`config.mk`:
```
export PLATFORM = sky130hd
export DESIGN_NAME = a2d_spi_intf
export DESIGN_NICKNAME = d
export VERILOG_FILES = /design/src/rtl/a2d_spi_intf.sv
export SDC_FILE = /design/constraint.sdc
export NUM_CORES = 1
export LEC_CHECK = 0
export CAP_MARGIN = 20
export CORE_MARGIN = 2
export CORE_UTILIZATION = 63
export CTS_BUF_LIST = sky130_fd_sc_hd__clkbuf_4
export CTS_CLUSTER_SIZE = 14
export DETAILED_ROUTE_END_ITERATION = 10
export PLACE_DENSITY = 0.95
export SKIP_CTS_REPAIR_TIMING = 1
export SLEW_MARGIN = 40
export SYNTH_ARGS = -nofsm -noshare
export SYNTH_HDL_FRONTEND = slang
export SYNTH_SLANG_ARGS = --single-unit
```
`constraint.sdc`:
```
create_clock -name clk -period 6.2 [get_ports clk]
set_input_delay 0.62 -clock clk [delete_from_list [all_inputs] [get_ports clk]]
set_output_delay 0.62 -clock clk [all_outputs]
set_load 0.03 [all_outputs]
```
`src/rtl/a2d_spi_intf.sv`:
```
// Purpose: conversion responder for the motion controller and SPI master for an ADC128S-style A2D.
// Latency: strt_cnv sampled at edge 0 -> res valid and cnv_cmplt high after edge 1047 (two 522-clock SPI words).
// Backpressure: none; strt_cnv is accepted only while idle and is otherwise dropped.
// Ports:
//   clk, rst_n           system clock, asynchronous active-low reset
//   strt_cnv, chnnl      one-clock conversion request and the channel (0-7) to convert
//   cnv_cmplt, res       completion level and the 12-bit result of the last completed conversion
//   a2d_SS_n, SCLK,      SPI slave select (active low), serial clock (idles high),
//   MOSI, MISO           data to and from the ADC
module a2d_spi_intf (
   input  logic        clk,
   input  logic        rst_n,
   input  logic        strt_cnv,
   input  logic [2:0]  chnnl,
   output logic        cnv_cmplt,
   output logic [11:0] res,
   output logic        a2d_SS_n,
   output logic        SCLK,
   output logic        MOSI,
   input  logic        MISO
);

   typedef enum logic [2:0] {IDLE, TX1, GAP, TX2, DONE} state_t;

   state_t      state;
   state_t      nxt_state;
   logic        tx_start;

   logic [4:0]  sclk_div;
   logic [4:0]  rise_cnt;
   logic [15:0] shft_reg;
   logic        miso_q;
   logic [2:0]  chnnl_lat;
   logic        acc;
   logic        gap_cnt;

   logic        in_tx;
   logic        tx_end;
   logic        accept;

   assign in_tx  = (state == TX1) || (state == TX2);
   // The 16th rise has happened and the back porch has run out: stop before SCLK would fall again.
   assign tx_end = in_tx && (sclk_div == 5'd31) && (rise_cnt == 5'd16);
   // acc marks the clock right after an accepted request; a second request then is still ignored.
   assign accept = (state == IDLE) && !acc && strt_cnv;

   assign a2d_SS_n = !in_tx;
   assign SCLK     = sclk_div[4];
   assign MOSI     = in_tx & shft_reg[15];

   //------------------------------------------------------------------
   // FSM
   //------------------------------------------------------------------
   always_ff @(posedge clk or negedge rst_n) begin
      if (!rst_n) begin
         state <= IDLE;
      end else begin
         state <= nxt_state;
      end
   end

   always_comb begin
      nxt_state = state;
      tx_start  = 1'b0;
      case (state)
         IDLE: begin
            if (acc) begin
               nxt_state = TX1;
               tx_start  = 1'b1;
            end
         end
         TX1: begin
            if (tx_end) nxt_state = GAP;
         end
         GAP: begin
            if (gap_cnt) begin
               nxt_state = TX2;
               tx_start  = 1'b1;
            end
         end
         TX2: begin
            if (tx_end) nxt_state = DONE;
         end
         DONE: begin
            nxt_state = IDLE;
         end
         default: begin
            nxt_state = IDLE;
         end
      endcase
   end

   //------------------------------------------------------------------
   // Request capture and inter-word gap
   //------------------------------------------------------------------
   always_ff @(posedge clk or negedge rst_n) begin
      if (!rst_n) begin
         acc       <= 1'b0;
         chnnl_lat <= 3'd0;
         gap_cnt   <= 1'b0;
      end else begin
         acc     <= accept;
         gap_cnt <= (state == GAP) && !gap_cnt;
         if (accept) chnnl_lat <= chnnl;
      end
   end

   //------------------------------------------------------------------
   // SCLK divider, MISO capture and shift register
   //------------------------------------------------------------------
   // The divider sits at 22 whenever no word is in flight, so SCLK idles high
   // and every word starts with the same 10-clock front porch.
   always_ff @(posedge clk or negedge rst_n) begin
      if (!rst_n) begin
         sclk_div <= 5'd22;
         rise_cnt <= 5'd0;
         shft_reg <= 16'h0000;
         miso_q   <= 1'b0;
      end else if (tx_start) begin
         sclk_div <= 5'd22;
         rise_cnt <= 5'd0;
         shft_reg <= {2'b00, chnnl_lat, 11'h000};
      end else if (tx_end) begin
         sclk_div <= 5'd22;
         rise_cnt <= 5'd0;
         shft_reg <= {shft_reg[14:0], miso_q};
      end else if (in_tx) begin
         sclk_div <= sclk_div + 5'd1;
         if (sclk_div == 5'd15) begin
            rise_cnt <= rise_cnt + 5'd1;
            miso_q   <= MISO;
         end
         // The first fall only ends the front porch; bit 15 must survive to the first rise.
         if ((sclk_div == 5'd31) && (rise_cnt != 5'd0)) begin
            shft_reg <= {shft_reg[14:0], miso_q};
         end
      end
   end

   //------------------------------------------------------------------
   // Result and completion flag; the first word's reply is never stored
   //------------------------------------------------------------------
   always_ff @(posedge clk or negedge rst_n) begin
      if (!rst_n) begin
         cnv_cmplt <= 1'b0;
         res       <= 12'h000;
      end else if ((state == TX2) && tx_end) begin
         cnv_cmplt <= 1'b1;
         res       <= {shft_reg[10:0], miso_q};
      end else if (accept) begin
         cnv_cmplt <= 1'b0;
      end
   end

endmodule

```
==> run_results.csv <==
group,metric,value,unit
hold_path,hold_class,"input pin to asynchronous set/reset pin",
pwr,ir_drop,306,µV
floorplan,io_pins,23,
grt,grt-ovfl-total,0,
route,viasPerCell,6.16,
grt,track_usage,24.3,%
grt,grt_max_degree,49,
floorplan,std_cell_rows,21,
placed_design,gp_congestion,0.801,
placed_design,io_buffers,22,
pwr,power_leakage,1.15,nW
placed_design,dp_hpwl,2.74,mm
route,routed_wl,4.25,mm
timing,rsz0062_at_grt,"no",
pwr,power.density,334,nW/µm²
timing,slew_viol_final,0,
route,drt-initial-drc-count,122,
floorplan,core_area,3360,µm²
timing,holdWs,0.227,ns
route,drc,0,
floorplan,die_x,63.4,µm
timing,finClkSkew,0.00475,ns
layout,drive_above_1_share,16.0,%
route,wire_per_inst,16.4,µm
yosys,synth_nets,210,
worst_setup_path,worstSetupPathType,"flop to flop",
yosys,synth-edff-count,0,
floorplan,initial_core_util,66.1,%
flow_run,cap_violations,0,
worst_setup_path,start_kind,"flop",
cts,clk_path_buf_depth,2,
pwr,p_sw,264,µW
layout,largest_reg_flops,16,
timing,fin_crit_sh,46.4,%
yosys,yosys.area.top_type_share,50.6,%
pwr,seqPwrFrac,49.1,%
route,vias,1595,
yosys,ys_seq_area_share,54.2,%
yosys,synth_warnings,0,
timing,fin_crit,2.88,ns
worst_setup_path,cp-startpoint,"sclk_div[1]$_DFFE_PN1P_",
grt,grt_pass1_vias,1539,
cts,clock-sinks,48,
layout,diodes,0,
grt,antenna_found_initial,0,
layout,post-route-util,75.3,%
grt,grt_pass1_wl,7.47,mm
timing,tns,0,ns
timing,hold_viol,0,
cts,cts_buffers,5,
worst_setup_path,critical_path.max_fanout,22,
worst_setup_path,cp-end-kind,"flop",
timing,slew-limit-headroom,48.8,%
worst_setup_path,r2r-start,"sclk_div[1]$_DFFE_PN1P_",
cts,cts_tree,"built",
floorplan,die_area,4020,µm²
layout,area_delta_synth_final,13.9,%
yosys,synth_flop_cell,"dfrtp_1",
cts,clkTransAtPathRegs,0.13,ns
floorplan,die_h,63.4,µm
timing,setup-violations-final,0,
layout,fillers,240,
route,ant_nets,0,
yosys,synthTopCellsByArea,"dfrtp_1, mux2_2, nand3_1, o21ai_0, dfstp_2",
status,outcome,"complete, no violations",
pwr,clkPwrFrac,25.9,%
yosys,synthCells,198,
yosys,synth_largest_area_cell,"dfrtp_1",
pwr,p_sw_share,31.3,%
worst_setup_path,worstPathArrival,3.14,ns
layout,final_nets,225,
cts,cts_htree_levels,2,
pwr,p_int,581,µW
timing,tightest_slew,0.768,ns
route,drt_pre_antenna_iters,4,
cts,clock_latency,0.37,ns
timing,fmax,347,MHz
yosys,ys_types,40,
yosys,syn_avg_cell_area,11.2,µm²
yosys,synth_seq_cells,48,
yosys,synth_area,2220,µm²
worst_setup_path,cp_data_required_time,6.46,ns
pwr,combPwrFrac,25.1,%
cts,cts_root_buffer,"clkbuf_4",
yosys,synthArstFlopShare,100,%
==> critical path: stages, from the launching register on <==
cell and delay (ns):
dfstp_2 0.57, ha_1 0.17, and3_1 0.20, ha_1 0.17
and3b_1 0.67, nand4_2 0.54, mux2_2 0.46
==> kinds of logic (layout without fill, tap and decap cells) <==
kind of cell	Yosys count	after routing	synth area share [%]
XOR/XNOR	3	3	1.18
multiplexers	20	20	9.90
AO/OA/AOI/OAI	46	46	11.6
flip-flops	48	48	54.2
adder cells (fa/ha/maj)	5	5	2.81
buffers and inverters	22	37	4.72
AND/OR/NAND/NOR	54	54	15.6
==> placed cells by master, fill, tap and decap left out, drive strengths merged, types with 2 or more instances in the layout <==
cell | Yosys | layout
dfrtp | 45 | 45
nand3 | 21 | 21
clkdlybuf4s50 | 0 | 21
o21ai | 21 | 21
mux2 | 16 | 16
a21oi | 13 | 13
inv | 8 | 8
nor3 | 6 | 6
a31oi | 5 | 5
ha | 5 | 5
clkbuf | 6 | 5
mux2i | 4 | 4
nand2 | 3 | 3
nand3b | 3 | 3
xor2 | 3 | 3
dfstp | 3 | 3
nor2 | 3 | 3
nand2b | 2 | 2
nor4b | 2 | 2
and3 | 2 | 2
and3b | 2 | 2
or3 | 2 | 2
a211oi | 2 | 2
bufinv | 0 | 2
or2 | 2 | 2
nor3b | 2 | 2
==> synthesized netlist by cell type (2+ instances only) <==
master / count
a211oi_1: 2
a21oi_1: 13
a31oi_1: 5
and3_1: 2
and3b_1: 2
buf_2: 6
buf_6: 2
clkbuf_1: 6
dfrtp_1: 45
dfstp_2: 3
ha_1: 5
inv_1: 8
mux2_2: 15
mux2i_1: 4
nand2_1: 3
nand2b_1: 2
nand3_1: 21
nand3b_1: 3
nor2_1: 3
nor3_1: 6
o21ai_0: 20
or3_1: 2
xor2_1: 3
==> layer usage <==
layer / global-route usage (%) / up-vias / share of wire (%)
met4: 13.3 / 0 / 2.6
li1: - / 749 / -
met1: 34.5 / 769 / 45
met2: 34.6 / 63 / 46
met3: 5.71 / 14 / 6.6
met5: 0 / - / 0
==> area by class of cell <==
type / count / area (µm²) / share of cell area [%]
clock inverter: 2 / 60.1 / 2.37
tap: 46 / 57.6 / 2.27
timing repair buffer: 22 / 218 / 8.59
sequential: 48 / 1200 / 47.6
inverter: 8 / 30.0 / 1.19
multi-input combinational: 128 / 926 / 36.5
clock buffer: 5 / 37.5 / 1.48
==> power groups by stage <==
stage	Combinational [mW]	Sequential, mW	Clock (mW)
3_5_place_dp	0.207	0.418	0
2_1_floorplan	0.154	0.413	0
6_report	0.212	0.415	0.219
5_1_grt	0.241	0.423	0.236
4_1_cts	0.211	0.414	0.222
3_3_place_gp	0.193	0.414	0
==> through the flow <==
stage / setup slack [ns] / cells / area [µm²] / total power, mW
global route: 3.12 / 259 / 2530 / 0.899
detailed placement: 3.36 / 252 / 2440 / 0.626
finish: 3.32 / 259 / 2530 / 0.845
global placement: 3.51 / 252 / 2420 / 0.608
CTS: 3.35 / 259 / 2530 / 0.846
floorplan: 4.17 / 198 / 2220 / 0.567
==> worst paths after layout <==
check	endpoint	slack [ns]	cells after the start
worst max-delay path	res[4]$_DFFE_PN0P_	3.32	6
worst min-delay path	state[0]$_DFFE_PN0P_	0.23	1
worst max register to register	res[4]$_DFFE_PN0P_	3.32	6
worst min register to register	gap_cnt$_DFF_PN0_	0.47	1
max in group asynchronous	shft_reg[3]$_DFFE_PN0P_	5.58	1
min in group clk	gap_cnt$_DFF_PN0_	0.47	1
Note: power is estimated with default switching activity, not from simulation.
